### src/rtl/piso_serializer.sv
`default_nettype none
// ============================================================================
// Module   : piso_serializer
// Purpose  : Parallel-in, serial-out transmitter. It accepts a word over a
//            valid/ready handshake and sends it one bit per clock, with
//            first and last strobes.
// Revision : 1.0 - initial release
// ============================================================================
module piso_serializer #(
  parameter int WIDTH     = 8,
  parameter bit LSB_FIRST = 1'b1
) (
  input  logic             clk,
  input  logic             reset,
  input  logic [WIDTH-1:0] in_data,
  input  logic             in_valid,
  output logic             in_ready,
  output logic             ser_out,
  output logic             ser_valid,
  output logic             ser_first,
  output logic             ser_last,
  output logic             busy
);

  localparam int                c_cnt_w = (WIDTH > 1) ? $clog2(WIDTH) : 1;
  localparam logic [c_cnt_w-1:0] c_last = c_cnt_w'(WIDTH - 1);

  typedef enum logic [0:0] {
    S_IDLE  = 1'b0,
    S_SHIFT = 1'b1
  } state_t;

  state_t               r_state;
  state_t               w_state_nxt;
  logic [c_cnt_w-1:0]   r_cnt;
  logic [c_cnt_w-1:0]   w_cnt_nxt;
  logic [WIDTH-1:0]     r_shift;
  logic [WIDTH-1:0]     w_shift_nxt;
  logic                 r_ser_out;
  logic                 r_ser_valid;
  logic                 r_ser_first;
  logic                 r_ser_last;
  logic                 w_accept;
  logic                 w_bit_nxt;
  logic                 w_at_last;

  assign w_at_last = (r_state == S_SHIFT) && (r_cnt == c_last);
  assign in_ready  = !reset && ((r_state == S_IDLE) || w_at_last);
  assign w_accept  = in_valid && in_ready;

  always_comb begin
    w_state_nxt = r_state;
    w_cnt_nxt   = r_cnt;
    w_shift_nxt = r_shift;
    case (r_state)
      S_IDLE: begin
        if (w_accept) begin
          w_state_nxt = S_SHIFT;
          w_cnt_nxt   = '0;
          w_shift_nxt = in_data;
        end
      end
      S_SHIFT: begin
        if (!w_at_last) begin
          w_cnt_nxt   = r_cnt + 1'b1;
          w_shift_nxt = LSB_FIRST ? (r_shift >> 1) : (r_shift << 1);
        end else if (w_accept) begin
          w_cnt_nxt   = '0;
          w_shift_nxt = in_data;
        end else begin
          w_state_nxt = S_IDLE;
          w_cnt_nxt   = '0;
          w_shift_nxt = '0;
        end
      end
      default: begin
        w_state_nxt = S_IDLE;
        w_cnt_nxt   = '0;
        w_shift_nxt = '0;
      end
    endcase
  end

  // The bit presented after an edge is the head of the register loaded at that edge.
  assign w_bit_nxt = LSB_FIRST ? w_shift_nxt[0] : w_shift_nxt[WIDTH-1];

  always_ff @(posedge clk) begin
    if (reset) begin
      r_state     <= S_IDLE;
      r_cnt       <= '0;
      r_shift     <= '0;
      r_ser_out   <= 1'b0;
      r_ser_valid <= 1'b0;
      r_ser_first <= 1'b0;
      r_ser_last  <= 1'b0;
    end else begin
      r_state     <= w_state_nxt;
      r_cnt       <= w_cnt_nxt;
      r_shift     <= w_shift_nxt;
      r_ser_out   <= (w_state_nxt == S_SHIFT) && w_bit_nxt;
      r_ser_valid <= (w_state_nxt == S_SHIFT);
      r_ser_first <= (w_state_nxt == S_SHIFT) && (w_cnt_nxt == '0);
      r_ser_last  <= (w_state_nxt == S_SHIFT) && (w_cnt_nxt == c_last);
    end
  end

  assign ser_out   = r_ser_out;
  assign ser_valid = r_ser_valid;
  assign ser_first = r_ser_first;
  assign ser_last  = r_ser_last;
  assign busy      = (r_state == S_SHIFT);

endmodule
`default_nettype wire

### config.mk
export PLATFORM = sky130hd
export DESIGN_NAME = piso_serializer
export DESIGN_NICKNAME = d
export VERILOG_FILES = /design/src/rtl/piso_serializer.sv
export SDC_FILE = /design/constraint.sdc
export NUM_CORES = 1
export LEC_CHECK = 0
export BUFFER_PORTS_ARGS = -buffer_cell sky130_fd_sc_hd__buf_4
export CORE_MARGIN = 4
export CORE_UTILIZATION = 53
export CTS_CLUSTER_DIAMETER = 100
export DETAILED_ROUTE_END_ITERATION = 6
export HOLD_SLACK_MARGIN = 0.05
export PLACE_DENSITY_LB_ADDON = 0.08
export REMOVE_ABC_BUFFERS = 1
export SLEW_MARGIN = 0
export SYNTH_ARGS = -nofsm -noshare
export SYNTH_HDL_FRONTEND = slang
export SYNTH_SLANG_ARGS = --single-unit
export TNS_END_PERCENT = 30
### constraint.sdc
create_clock -name clk -period 2.61 [get_ports clk]
set_clock_uncertainty 0.2 [all_clocks]
set_input_delay 0.1305 -clock clk [delete_from_list [all_inputs] [get_ports clk]]
set_output_delay 0.1305 -clock clk [all_outputs]
set_load 0.05 [all_outputs]
==> summary.txt <==
Worst-Margin Slew: 0.5322 ns
Avg Inst Size Synth: 9.148 um^2
final instance area: 947.2 um^2
crit path DAT: 2.37 ns
Worst Hold Class: flop to flop
Initial Utilization: 60.15%
Remaining Overflow, GRT: 0
top cell type's share of synthesized area: 39.79%
detailed router's first-iteration violation count: 7
Min Clock Period, post-route: 2.337 ns
FF/Latch Area: 280.3 um^2
CTS root buffer: clkbuf_4
Post-synth ARST share: 0%
CTS clk-pin slew, worst paths: 0.09 ns
CP required: 2.64 ns
CTS tree: built
IO Port Bufs: 16
routed wire length: 1548 um
synth cell count leaders: 14 x dfxtp_1, 9 x a21oi_1, 9 x nor2_1
Worst slew margin: 64.47%
met3 Use GR: 7.317%
Max Cap Viol: 0
most common cell in the synthesized netlist: dfxtp_1
Top Ports: 17
fin crit share: 89.53%
vias in the first global route: 610
first-pass GRT wire length: 2649 um
clock network power share: 32.8%
vias per inst: 5.678
Die Y: 44.46 um
met2 usage: 30.23%
slowest library cell on the worst path: dlygate4sd3_1
row cnt: 12
top_reg_cell synth: dfxtp_1
post-route insts no fill: 115
pwr dens: 527.1 mW/mm^2
Post-DP HPWL: 933.5 um
CTS Buf Count: 3
switching power: 141.2 uW
CTS Buffer Depth: 2
CP cell instances: ha_1, ha_1, nor2b_4, nand3b_1, dlygate4sd3_1, a21oi_1
Ant. Diodes: 0
outcome: completed
area delta synth->final: 34.46%
area of the core: 0.001171 mm^2
dpl cell area: 800.8 um^2
max-slew violations: 0
largest net degree at the start of global routing: 20
Worst path max stage delay: 0.56 ns
Leakage: 0.4000 nW
pre-CTS setup slack: 0.6581 ns
setup tns final: 0 ns
full die area: 0.001976 mm^2
EDFF count, synth: 0
Die Width: 44.46 um
sequential share of power: 47.2%
Multi-input gate area: 375.4 um^2
Resize count post-CTS: 0
Int Pwr: 358.0 uW
Post-Synthesis Cells: 77
Area contributors post-synth: dfxtp_1 40%, mux2i_1 11%, a32oi_1 7.5%, a21oi_1 6.4%, nor2_1 4.8%
wire length per cell: 13.46 um
hold buffers post-CTS: 11
switching portion of total power: 28.29%
crit-path most repeated cell: ha_1
Cell variety after synth: 24
htree depth: 1
Crit Path Max Fanout: 13
maximum vdd drop: 443.5 uV
fraction of final layout cells with drive strength greater than 1: 23.76%
Post-Place Cells: 100
Critical Path Start Type: flop
post-CTS setup buffers: 0
Antenna Nets Post-Route: 0
FF+latch count, synth: 14
Crit Path Class: flop to flop
sequential-to-total area share from yosys stat: 39.79%
Most Crowded Layer GR: met2
total iterations of the first detailed-routing run: 4
clock sink total: 14
synthesized area: 704.4 um^2
final hold vios: 0
Syn. warnings: 0
CP Capture Type: flop
# DRC: 0
cell taking the most area after synthesis: dfxtp_1
gpl congestion: 0.6767
Clk Latency, worst-skew pair: 0.29 ns
GRT Overall Usage: 18.57%
FMAX: 427.9 MHz
unrepaired setup endpoints after global routing: false
vias post-DR: 653
fin worst setup slack: 0.2732 ns
initial antenna violation count: 0
Comb pwr share: 20.0%
Nets: 115
Final setup viols: 0
global routing usage on met1: 21.71%
filler instances: 76
-- worst paths after layout --
| kind | startpoint | end | slack (ns) | cells past startpoint |
|---|---|---|---|---|
| max | r_cnt[0] | ser_out | 0.27 | 6 |
| min | r_shift[1] | ser_out | 0.29 | 2 |
| max reg2reg | r_cnt[0] | ser_out | 0.27 | 6 |
| min reg2reg | r_shift[1] | ser_out | 0.29 | 2 |
-- metrics by stage --
step	power (mW)	utilization (%)	hold WS, ns
detailed placement	0.3260	68.38	0.2199
global route	0.5270	80.88	0.3246
finish	0.4992	80.88	0.2871
floorplan	0.2898	-	-0.0004342
global placement	0.3243	68.38	0.2171
CTS	0.5024	80.88	0.2803
-- critical path, delay by kind of cell (launching register included) --
kind                     cells  cell delay [ns]
adder cells (fa/ha/maj)      2             0.63
buffers and inverters        1             0.56
flip-flops                   1             0.42
AND/OR/NAND/NOR              2             0.33
AO/OA/AOI/OAI                1             0.13
-- area by class of cell --
cell class / count / area share [%]
well taps: 14 / 1.849
multi-input cells: 54 / 39.63
flip-flops and latches: 14 / 29.59
repair buffers: 27 / 24.31
inverters: 2 / 0.7926
clock buffers: 4 / 3.831
-- placed cells by master (no fill, tap or decap), types with 3 or more instances in the layout --
cell type / n
dfxtp_1: 14
a21oi_1: 9
nor2_1: 9
or2_0: 4
nand2_1: 3
buf_4: 16
dlygate4sd3_1: 11
mux2i_1: 8
clkbuf_4: 3
a32oi_1: 6
-- cells by family after synthesis --
logic type	count (synthesis)	share of synthesized area (%)
fa+ha+maj	2	3.552
compound gates	19	19.36
mux	8	11.37
simple gates	25	19.00
flops	14	39.79
buf+inv	9	6.928
-- sequential cells by signal, summed over array words and instances, names as in the netlist --
signal and flops:
ser_last 1, ser_out 1, ser_first 1, ser_valid 1, r_cnt 3, r_shift 7
-- metal layers --
layer	wire (um)	share of wire (%)
met1	686	44
met2	745	48
met3	87	5.6
met4	29	1.9
met5	0	0
-- power groups by stage --
stage	logic, mW	clock network [mW]	registers (mW)
floorplan	0.0372	0	0.253
global placement	0.0842	0	0.240
detailed placement	0.0855	0	0.240
CTS	0.0986	0.168	0.235
global route	0.108	0.181	0.238
finish	0.0998	0.164	0.235
Note: power is estimated with default switching activity, not from simulation.
